--- config.mk ---
export PLATFORM = sky130hd
export DESIGN_NAME = booth_radix4_mult
export DESIGN_NICKNAME = d
export VERILOG_FILES = /design/src/rtl/booth_pkg.sv /design/src/rtl/booth_r4_recoder.sv /design/src/rtl/booth_radix4_mult.sv
export SDC_FILE = /design/constraint.sdc
export NUM_CORES = 1
export LEC_CHECK = 0
export CAP_MARGIN = 20
export CELL_PAD_IN_SITES_DETAIL_PLACEMENT = 0
export CELL_PAD_IN_SITES_GLOBAL_PLACEMENT = 1
export CORE_MARGIN = 5
export CORE_UTILIZATION = 37
export CTS_CLUSTER_DIAMETER = 50
export CTS_CLUSTER_SIZE = 30
export DETAILED_ROUTE_END_ITERATION = 7
export GPL_ROUTABILITY_DRIVEN = 0
export GPL_TIMING_DRIVEN = 0
export PLACE_DENSITY_LB_ADDON = 0.2
export REMOVE_ABC_BUFFERS = 1
export SYNTH_ARGS = -nofsm -noshare
export SYNTH_HDL_FRONTEND = slang
export SYNTH_HIERARCHICAL = 1
export SYNTH_SLANG_ARGS = --single-unit
--- constraint.sdc ---
create_clock -name clk_100MHz -period 4.6 [get_ports clk_100MHz]
set_input_delay 0.46 -clock clk_100MHz [delete_from_list [all_inputs] [get_ports clk_100MHz]]
set_output_delay 0.46 -clock clk_100MHz [all_outputs]
set_load 0.1 [all_outputs]
--- src/rtl/booth_pkg.sv ---
// booth_pkg: shared FSM/digit encodings and sizing helpers for the radix-4 Booth multiplier
package booth_pkg;
  typedef enum logic [1:0] {IDLE, RUN, DONE} state_e;
  typedef enum logic [2:0] {ZERO, P1, P2, M1, M2} digit_e;
  function automatic int clog2(input int v);
    int r;
    r = 0;
    while ((1 << r) < v) r = r + 1;
    return r;
  endfunction
  function automatic int iter_of(input int n);
    return n / 2 + 1;
  endfunction
  function automatic digit_e booth_digit(input logic [2:0] w);
    return (w == 3'b001 || w == 3'b010) ? P1 :
           (w == 3'b011)                 ? P2 :
           (w == 3'b100)                 ? M2 :
           (w == 3'b101 || w == 3'b110) ? M1 : ZERO;
  endfunction
endpackage

--- src/rtl/booth_r4_recoder.sv ---
// booth_r4_recoder: turns a 3-bit Booth window and the extended multiplicand into a partial product
//   window_i  Qx[2:0] window (Q[1], Q[0], Q[-1])
//   mx_i      multiplicand extended to N+2 bits
//   pp_o      partial product sign-extended to N+4 bits
module booth_r4_recoder
  import booth_pkg::*;
#(
  parameter int N = 32
) (
  input  logic [2:0]   window_i,
  input  logic [N+1:0] mx_i,
  output logic [N+3:0] pp_o
);
  digit_e       digit;
  logic [N+3:0] m1;
  logic [N+3:0] m2;
  always_comb begin
    digit = booth_digit(window_i);
    m1    = {{2{mx_i[N+1]}}, mx_i};
    m2    = {m1[N+2:0], 1'b0};
    pp_o  = digit == P1 ? m1 :
            digit == P2 ? m2 :
            digit == M1 ? -m1 :
            digit == M2 ? -m2 : '0;
  end
endmodule

--- src/rtl/booth_radix4_mult.sv ---
// booth_radix4_mult: sequential radix-4 Booth multiplier with signed/unsigned mode and start/busy/done handshake
//   clk_100MHz, rst_n (async, active-low)
//   start, signed_mode, data_inM, data_inQ: request and operands, taken when not busy
//   busy: high while iterating; done: one-cycle pulse as ans updates; ans: 2N-bit product
module booth_radix4_mult
  import booth_pkg::*;
#(
  parameter int N = 32
) (
  input  logic           clk_100MHz,
  input  logic           rst_n,
  input  logic           start,
  input  logic           signed_mode,
  input  logic [N-1:0]   data_inM,
  input  logic [N-1:0]   data_inQ,
  output logic           busy,
  output logic           done,
  output logic [2*N-1:0] ans
);
  localparam int ITER = iter_of(N);
  localparam int CW   = clog2(N / 2 + 2);
  state_e         state_q, state_d;
  logic [CW-1:0]  cnt_q, cnt_d;
  logic [N+3:0]   a_q, a_d, pp, sum;
  logic [N+2:0]   qx_q, qx_d;
  logic [N+1:0]   mx_q, mx_d, m_ext, q_ext;
  logic [2*N-1:0] ans_q, ans_d;
  logic           done_q, done_d, accept;
  booth_r4_recoder #(.N(N)) u_recoder (
    .window_i(qx_q[2:0]),
    .mx_i    (mx_q),
    .pp_o    (pp)
  );
  // The product is published one edge after the last iteration, so a start taken in DONE
  // overlaps that publishing edge and back-to-back results come every ITER+1 cycles.
  always_comb begin
    m_ext   = {{2{signed_mode & data_inM[N-1]}}, data_inM};
    q_ext   = {{2{signed_mode & data_inQ[N-1]}}, data_inQ};
    accept  = start && state_q != RUN;
    sum     = a_q + pp;
    state_d = state_q;
    cnt_d   = cnt_q;
    a_d     = a_q;
    qx_d    = qx_q;
    mx_d    = mx_q;
    ans_d   = ans_q;
    done_d  = 1'b0;
    if (state_q == RUN) begin
      a_d     = {{2{sum[N+3]}}, sum[N+3:2]};
      qx_d    = {sum[1:0], qx_q[N+2:2]};
      cnt_d   = cnt_q - 1'b1;
      state_d = cnt_q == CW'(1) ? DONE : RUN;
    end
    if (state_q == DONE) begin
      ans_d   = {a_q[N-3:0], qx_q[N+2:1]};
      done_d  = 1'b1;
      state_d = IDLE;
    end
    if (accept) begin
      a_d     = '0;
      qx_d    = {q_ext, 1'b0};
      mx_d    = m_ext;
      cnt_d   = CW'(ITER);
      state_d = RUN;
    end
  end
  always_ff @(posedge clk_100MHz or negedge rst_n) begin
    if (!rst_n) begin
      state_q <= IDLE;
      cnt_q   <= '0;
      a_q     <= '0;
      qx_q    <= '0;
      mx_q    <= '0;
      ans_q   <= '0;
      done_q  <= 1'b0;
    end else begin
      state_q <= state_d;
      cnt_q   <= cnt_d;
      a_q     <= a_d;
      qx_q    <= qx_d;
      mx_q    <= mx_d;
      ans_q   <= ans_d;
      done_q  <= done_d;
    end
  end
  assign busy = state_q == RUN;
  assign done = done_q;
  assign ans  = ans_q;
endmodule

==> reports/results.txt, run 1 <==
The largest driver fanout on the critical path is 8, and the final routed wirelength across all metal layers is 30000 um. The run gives 0 as the number of antenna violations at the first check in global routing. The final number of setup-violating endpoints was 0; the fraction of synthesized cell area in xor and xnor cells was 4.14%. The floorplan step defined a die boundary enclosing 0.0327 mm2. The worst pin sits at a relative slew slack of 29.8%. TritonCTS sink count: 174. After Yosys synthesis, full adders, half adders and majority gates account for 5.05% of the synthesized area. The worst setup path is launched from a flip-flop. The region available for standard cell placement spans 0.0288 mm2. The synthesized design spends more area on one cell type than any other, namely sky130_fd_sc_hd__dfrtp_1. The placed standard-cell area is 0.0125 mm2, and the share of flip-flops with an asynchronous set or reset after synthesis is 100%. At the end of the flow, the number of nets in the layout was 1443. The clock slew at the register clock pins of the worst setup and hold paths works out to 70 ps. The port buffer count was 133; the synthesized area divided by synthesized cell count was 8.68 um2.

The clock network latency to the later pin of the worst-skew pair is 440 ps. The per-cell via count in the routed design works out to 5.36. The most used flip-flop cell after synthesis is sky130_fd_sc_hd__dfrtp_1.

STA classifies the critical path endpoint as a flip-flop. The flow ran to the end, but the final reports show violations. The tools report the count of boundary I/O pins as 134. The initialized floorplan defines 62 standard-cell rows. For this run, the total global-route usage over all layers was measured as 18.3%. Entering global routing, the biggest net connects 91 pins. The clock tree root buffer cell is sky130_fd_sc_hd__clkbuf_16. Compared with the post-synthesis result, the final layout area differs by 23.8%. The checks that failed: negative hold slack. Launching element of the worst setup path: mx_q[16]. Dividing the detail-routed wire length by the instance count gives 17.4 um. The number of slew-limit violations in the final report was 0; the first-pass GRT wire length was 48900 um. In the layout the commonest cells are 277 x sky130_fd_sc_hd__nand2_1, 174 x sky130_fd_sc_hd__dfrtp_1, 131 x sky130_fd_sc_hd__clkdlybuf4s50_1, 102 x sky130_fd_sc_hd__o21ai_0, 53 x sky130_fd_sc_hd__nor2_1. In the final layout, the share of cells above drive strength 1 is 10.8%. After synthesis, the largest family of logic cells by area is simple AND/OR/NAND/NOR gates.

The gate count of the mapped netlist is 1244. The synthesized design contains 0 enable-type register cells. The min-delay analysis places its worst path in the category in -> async.

The number of library cell types mapped by synthesis came out at 79. The maximum operating frequency came out at 0.226 GHz. Share of synthesized area spent on multiplexers: 6.60%. Detailed routing inserted a total of 9255 vias. The tools report the hold violation total from the final report as 2. Data on the critical path arrives at its endpoint at 4730 ps. The actual slew at the worst max-slew pin was 1050 ps; the H-tree depth reported by CTS was 4. Detailed placement finished with a half-perimeter wire length of 20700 um.

By area the synthesized netlist is led by sky130_fd_sc_hd__dfrtp_1 40%, sky130_fd_sc_hd__nand2_1 9.8%, sky130_fd_sc_hd__ha_1 4.9%. Area share of and/or/nand/nor cells after synthesis: 22.9%. The first-pass iteration count of the detailed router is 5. The path type of the worst setup path is reg -> reg.

Counting the fill cells in the layout gives 2828. The share of the Yosys chip area taken by registers is 40.3%. Max-cap violations in this run came to 0. The startpoint identified for the worst register-to-register timing path is mx_q[16]. The worst path uses 96.1% of the clock period. The number of global-route vias before repair is 8833, and the worst-case setup slack after placement is -1110 ps.

For the worst setup path, the data required time is 4910 ps. The logs give 17 for the number of buffers created by CTS and 6 for the total number of yosys warnings. The die outline height is 181 um.

The most common cell after layout, fill and taps aside is sky130_fd_sc_hd__nand2_1. Summed over its instances, the top area cell type makes up 40.3% of the synthesized netlist area. Counting flops and latches in the post-synthesis netlist gives 174. The chip width was 181 um. The initial utilization of the core area, before any placement, comes to 37.5%.

In this run the deepest clock path goes through 2 buffers. The remaining routing DRC violations came out at 0. For the total of hold buffers inserted after clock tree synthesis, the log shows 0. After routing the design area is 0.0134 mm2.

The tools report the violation count after the first detailed-routing iteration as 618. TritonCTS built the clock tree. Summed over all layers, the global routing overflow is 0. 0 antenna diodes ended up in the layout. For the remaining number of nets flagged by the antenna check after routing, the log shows 0. The final period demand of the worst path was 4420 ps; the final setup skew was 12.9 ps.

Summing the areas of all compound-gate instances in the mapped netlist gives 17.3% of the synthesized area. The tools report the netlist area before placement as 0.0108 mm2. Once routing completed, OpenROAD measured the worst setup slack at 180 ps.

Final-layout worst hold slack: -9.58 ps.
-- per-layer routing --
layer / share of wire (%) / routed length, um / vias up / track usage [%]
met4: 0.89 / 266 / 0 / 3.72
met5: 0 / 0 / - / 0
met1: 48 / 14400 / 4479 / 26.3
li1: - / - / 4597 / -
met3: 3.7 / 1120 / 17 / 3.60
met2: 47 / 14200 / 162 / 28.8
-- worst paths after layout --
kind                             to  slack (ps)  cells past startpoint
max                         a_q[27]         180                     15
min                         ans[22]         -10                      1
max reg2reg                 a_q[27]         180                     15
min reg2reg                 ans[36]         470                      2
max in group asynchronous  mx_q[25]        3680                      2
min in group clk_100MHz     ans[36]         470                      2
-- Yosys cell counts, types with 3 or more instances --
cell type,instances
sky130_fd_sc_hd__a211oi_1,3
sky130_fd_sc_hd__a21o_1,14
sky130_fd_sc_hd__a21oi_1,51
sky130_fd_sc_hd__a21oi_2,4
sky130_fd_sc_hd__a221oi_1,17
sky130_fd_sc_hd__a221oi_2,4
sky130_fd_sc_hd__a22oi_1,4
sky130_fd_sc_hd__a31oi_1,9
sky130_fd_sc_hd__and3_1,6
sky130_fd_sc_hd__buf_1,7
sky130_fd_sc_hd__buf_2,4
sky130_fd_sc_hd__clkbuf_1,63
sky130_fd_sc_hd__dfrtp_1,174
sky130_fd_sc_hd__ha_1,42
sky130_fd_sc_hd__inv_1,23
sky130_fd_sc_hd__mux2_2,33
sky130_fd_sc_hd__mux2i_1,34
sky130_fd_sc_hd__nand2_1,282
sky130_fd_sc_hd__nand2b_1,9
sky130_fd_sc_hd__nand3_1,20
sky130_fd_sc_hd__nand3b_1,33
sky130_fd_sc_hd__nand4_1,9
sky130_fd_sc_hd__nor2_1,55
sky130_fd_sc_hd__nor2b_1,4
sky130_fd_sc_hd__nor3_1,49
sky130_fd_sc_hd__nor3b_1,6
sky130_fd_sc_hd__nor4_1,10
sky130_fd_sc_hd__nor4_2,4
sky130_fd_sc_hd__o211ai_1,9
sky130_fd_sc_hd__o21a_1,4
sky130_fd_sc_hd__o21ai_0,103
sky130_fd_sc_hd__o21ai_1,13
sky130_fd_sc_hd__o21bai_1,6
sky130_fd_sc_hd__o221ai_1,3
sky130_fd_sc_hd__o22ai_1,3
sky130_fd_sc_hd__o31ai_1,5
sky130_fd_sc_hd__o41ai_1,3
sky130_fd_sc_hd__or3_1,14
sky130_fd_sc_hd__xnor2_1,32
sky130_fd_sc_hd__xor2_1,19
-- per-stage QoR --
step	std cells	utilization (%)	setup TNS, ps	hold WS [ps]
detailed placement	1692	43.4	-20970	462
finish	1728	46.4	0	-9.58
global placement	1684	42.7	-928050	458
global route	1728	46.4	-1.19	47.8
CTS	1726	45.8	0	22.1
floorplan	1167	-	0	164
-- cell type report --
type                       instances  area [um2]  share of cell area [%]
clock buffer                      18         429                    3.21
clock inverter                    13         180                    1.35
inverter                          24        90.1                   0.674
multi-input combinational        969        6270                    46.9
sequential                       174        4350                    32.6
tap                              384         480                    3.60
timing repair buffer             146        1560                    11.7
-- sequential cells by signal, indices dropped and copies added (netlist names) --
register and count:
cnt_q 5, done 1, state_q 2, mx_q 33, ans 64, a_q 34
qx_q 35
-- kinds of logic (layout without fill, tap and decap cells) --
logic type / Yosys count / count (layout)
AND/OR/NAND/NOR: 520 / 520
multiplexers: 67 / 67
buffers and inverters: 101 / 201
adder cells (fa/ha/maj): 43 / 43
XOR/XNOR: 51 / 51
flip-flops: 174 / 174
AO/OA/AOI/OAI: 288 / 288
-- worst max-delay path, cell delays in order (launching register included) --
cell                       delay, ps
sky130_fd_sc_hd__dfrtp_1         490
sky130_fd_sc_hd__or4_4           570
sky130_fd_sc_hd__or3_1           370
sky130_fd_sc_hd__nor4_4          210
sky130_fd_sc_hd__xnor2_1         170
sky130_fd_sc_hd__a221oi_1        360
sky130_fd_sc_hd__nor3_2          100
sky130_fd_sc_hd__ha_1            380
sky130_fd_sc_hd__a21oi_1         250
sky130_fd_sc_hd__o21ai_0         170
sky130_fd_sc_hd__a41oi_1         260
sky130_fd_sc_hd__o41a_1          170
sky130_fd_sc_hd__a21bo_1         270
sky130_fd_sc_hd__a221oi_2        280
sky130_fd_sc_hd__xor2_1          180
sky130_fd_sc_hd__o21ai_1          70
-- timing repair --
item,in CTS,in global routing
endpoints found under the setup margin,28,18
pin swaps,2,3
setup buffers,3,2
resized for setup,13,34
Power of run 1 is left out: the tool's default activity adds up to more than one toggle a clock period on the data nets, which glitch-free logic cannot reach.
==> run 2, diff against run 1 <==
GPL_TIMING_DRIVEN = not set   (was 0)
==> run 2 against run 1 <==
  * The run now ends clean
  * Routed wire length is 3.9% higher
  * Non-clock buffer count is 44 higher
  * Cell count is 2.5% higher
  * Global-route usage up 0.46 points
  * Highest routed layer unchanged
  * Sequential share of layout area fell by 0.19 points
  * Maximum frequency about the same
  * Critical path depth did not move
  * Worst setup slack about the same
  * Core utilization up 0.27 points
==> reports/results.txt, run 2 (synthesis results as in run 1) <==
The die outline height was 181 um (unchanged); the HPWL after detailed placement was 21900 um (+5.7%). The area of the core is 0.0288 mm2 (unchanged), and the cell row count is 62 (unchanged). The number of slew-limit violations in the final report was 0 (unchanged).

The final period demand of the worst path came out at 4420 ps (-0.260 ps). The run gives 174 (unchanged) as the TritonCTS sink count. The final number of setup-violating endpoints is 0 (unchanged), and the per-cell via count in the routed design is 5.37 (+0.21%).

The actual slew at the worst max-slew pin is 1020 ps (-30.6 ps), and the largest driver fanout on the critical path is 7 (-1). Leaving out fill and tap cells, the most frequent cell in the layout is sky130_fd_sc_hd__nand2_1. The worst-case setup slack after placement was -6.70 ps (+1100 ps); the effective utilization at floorplan was 37.5% (unchanged). The hold violation total from the final report came out at 0 (-2). In the layout the commonest cells are 282 x sky130_fd_sc_hd__nand2_1, 174 x sky130_fd_sc_hd__dfrtp_1, 130 x sky130_fd_sc_hd__clkdlybuf4s50_1, 103 x sky130_fd_sc_hd__o21ai_0, 55 x sky130_fd_sc_hd__nor2_1. The violation count after the first detailed-routing iteration is 723 (+17%), and the clock slew at the register clock pins of the worst setup and hold paths is 80 ps (about the same).

The final critical-path share of the clock period is 96.1% (about the same), and the worst slew margin relative to its limit is 31.9% (+2.0 points). The number of buffers created by CTS was 17 (unchanged); the overall track demand over capacity in global routing was 18.7% (+0.46 points). Remaining routing DRC violations: 0 (unchanged).

The first-pass GRT wire length came out at 50300 um (+3.0%). The final instance count without filler cells is 1772 (+2.5%), and the flip-flop count of the largest register after layout is 64 (unchanged). Maximum operating frequency: 0.226 GHz (about the same).

Mean routed wirelength per cell: 17.6 um (+1.3%). TritonCTS built the clock tree. The critical path endpoint category was a flip-flop. The setup path with the least slack is of type reg -> reg. The tools report the area of the die as 0.0327 mm2 (unchanged).

The number of antenna repair diodes is 0 (unchanged). The logs give 2 (unchanged) for the number of buffers on the longest clock path and 180 ps (+0.260 ps) for the slack of the critical path. The run gives 9511 (+2.8%) as the total via count after detailed routing. The final routed wirelength across all metal layers was 31200 um (+3.9%). The tools report the total instance count after detailed placement as 1737 (+2.7%). The data required time at the worst endpoint is 4900 ps (about the same). Clock tree root buffer cell: sky130_fd_sc_hd__clkbuf_16. Share of cells above drive strength 1: 12.0% (+1.2 points). The min-delay analysis places its worst path in the category reg -> reg.

The area growth from synthesis to layout is 24.5%. The number of global-route vias before repair was 8993 (+1.8%); the number of antenna violations at the first check in global routing was 0 (unchanged). The tools report the sort of element at the start of the critical path as a flip-flop. The tools report the global-route congestion overflow total as 0 (unchanged). The pin count of the biggest net entering global routing came out at 108 (+19%). The chip width works out to 181 um (unchanged). The total of max-cap violations was 0 (unchanged).

The count of boundary I/O pins is 134 (unchanged), and the clock network latency to the later pin of the worst-skew pair is 440 ps (about the same). The register-to-register path setup slack was 180 ps (about the same); the final net count was 1487 (+3.0%). For the first-pass iteration count of the detailed router, the log shows 5 (unchanged).

The port buffer count is 133 (unchanged). The flow ran to the end, and the final reports show no timing, DRC or antenna violations. For the final setup skew, the log shows 12.5 ps (-0.425 ps). The H-tree depth reported by CTS was 4 (unchanged); the remaining number of nets flagged by the antenna check after routing was 0 (unchanged). The arrival time reported for the critical path endpoint is 4720 ps (about the same).
## run 2: cell types whose count changed in the layout (fill, tap and decap cells not counted), sizes merged
cell,change
buf,+44
clkinvlp,-2
clkdlybuf4s50,-1
inv,+4
clkinv,+1
dlygate4sd3,+1
clkbuf,-1
bufinv,-2
## run 2: path summary, 6_finish.rpt
path	startpoint	to	depth (start not counted)
hold / removal	ans[46]	ans[46]	2
setup / recovery	mx_q[18]	a_q[27]	15
setup reg to reg	mx_q[18]	a_q[27]	15
hold reg to reg	ans[46]	ans[46]	2
max in group asynchronous	rst_n	mx_q[11]	4
min in group asynchronous	rst_n	ans[20]	2
## run 2: per-stage QoR
| stage | hold slack, ps | util [%] | cell area (um2) | TNS [ps] |
|---|---|---|---|---|
| after floorplan | 164 | - | 10500 | 0 |
| after global placement | 458 | 44.2 | 12700 | 0 |
| after detailed placement | 462 | 44.2 | 12700 | -6.70 |
| after CTS | 197 | 46.2 | 13300 | 0 |
| after global routing | 496 | 46.7 | 13400 | -31.8 |
| final | 471 | 46.7 | 13400 | 0 |
## run 2: layer usage
metal / global-route usage, % / part of all wire, %
met1: 26.6 / 47
met5: 0 / 0
met4: 4.51 / 1.2
met2: 30.1 / 47
met3: 3.00 / 4.3
## run 2: cell type report
cell class              count  area (um2)
multi-input cells         969        6130
clock buffers              17         425
well taps                 384         480
repair buffers            190        1800
clock inverters            14         159
fillers                  2834       15300
inverters                  24        90.1
flip-flops and latches    174        4350
## run 2: critical path, cell delays in order, from the launching register on
cell and delay [ps]:
sky130_fd_sc_hd__dfrtp_1 440, sky130_fd_sc_hd__or4_4 590, sky130_fd_sc_hd__or3_1 320, sky130_fd_sc_hd__nor4_1 330, sky130_fd_sc_hd__xnor2_1 240, sky130_fd_sc_hd__a221oi_1 140
sky130_fd_sc_hd__nor3_1 290, sky130_fd_sc_hd__ha_1 350, sky130_fd_sc_hd__a21oi_1 240, sky130_fd_sc_hd__o21ai_0 170, sky130_fd_sc_hd__a41oi_1 240, sky130_fd_sc_hd__o41a_1 170
sky130_fd_sc_hd__a21bo_1 270, sky130_fd_sc_hd__a221oi_2 260, sky130_fd_sc_hd__xor2_1 170, sky130_fd_sc_hd__o21ai_1 70
## run 2: what timing repair did
action | 4_1_cts | 5_1_grt
buffers inserted | 0 | 2
endpoints found under the hold margin | 0 | 7
gates cloned | 0 | 0
setup endpoints to repair | 1 | 13
pin swaps | 1 | 1
hold buffers | 0 | 1
gates resized for setup | 1 | 15
Power of run 2 is left out for the same reason.
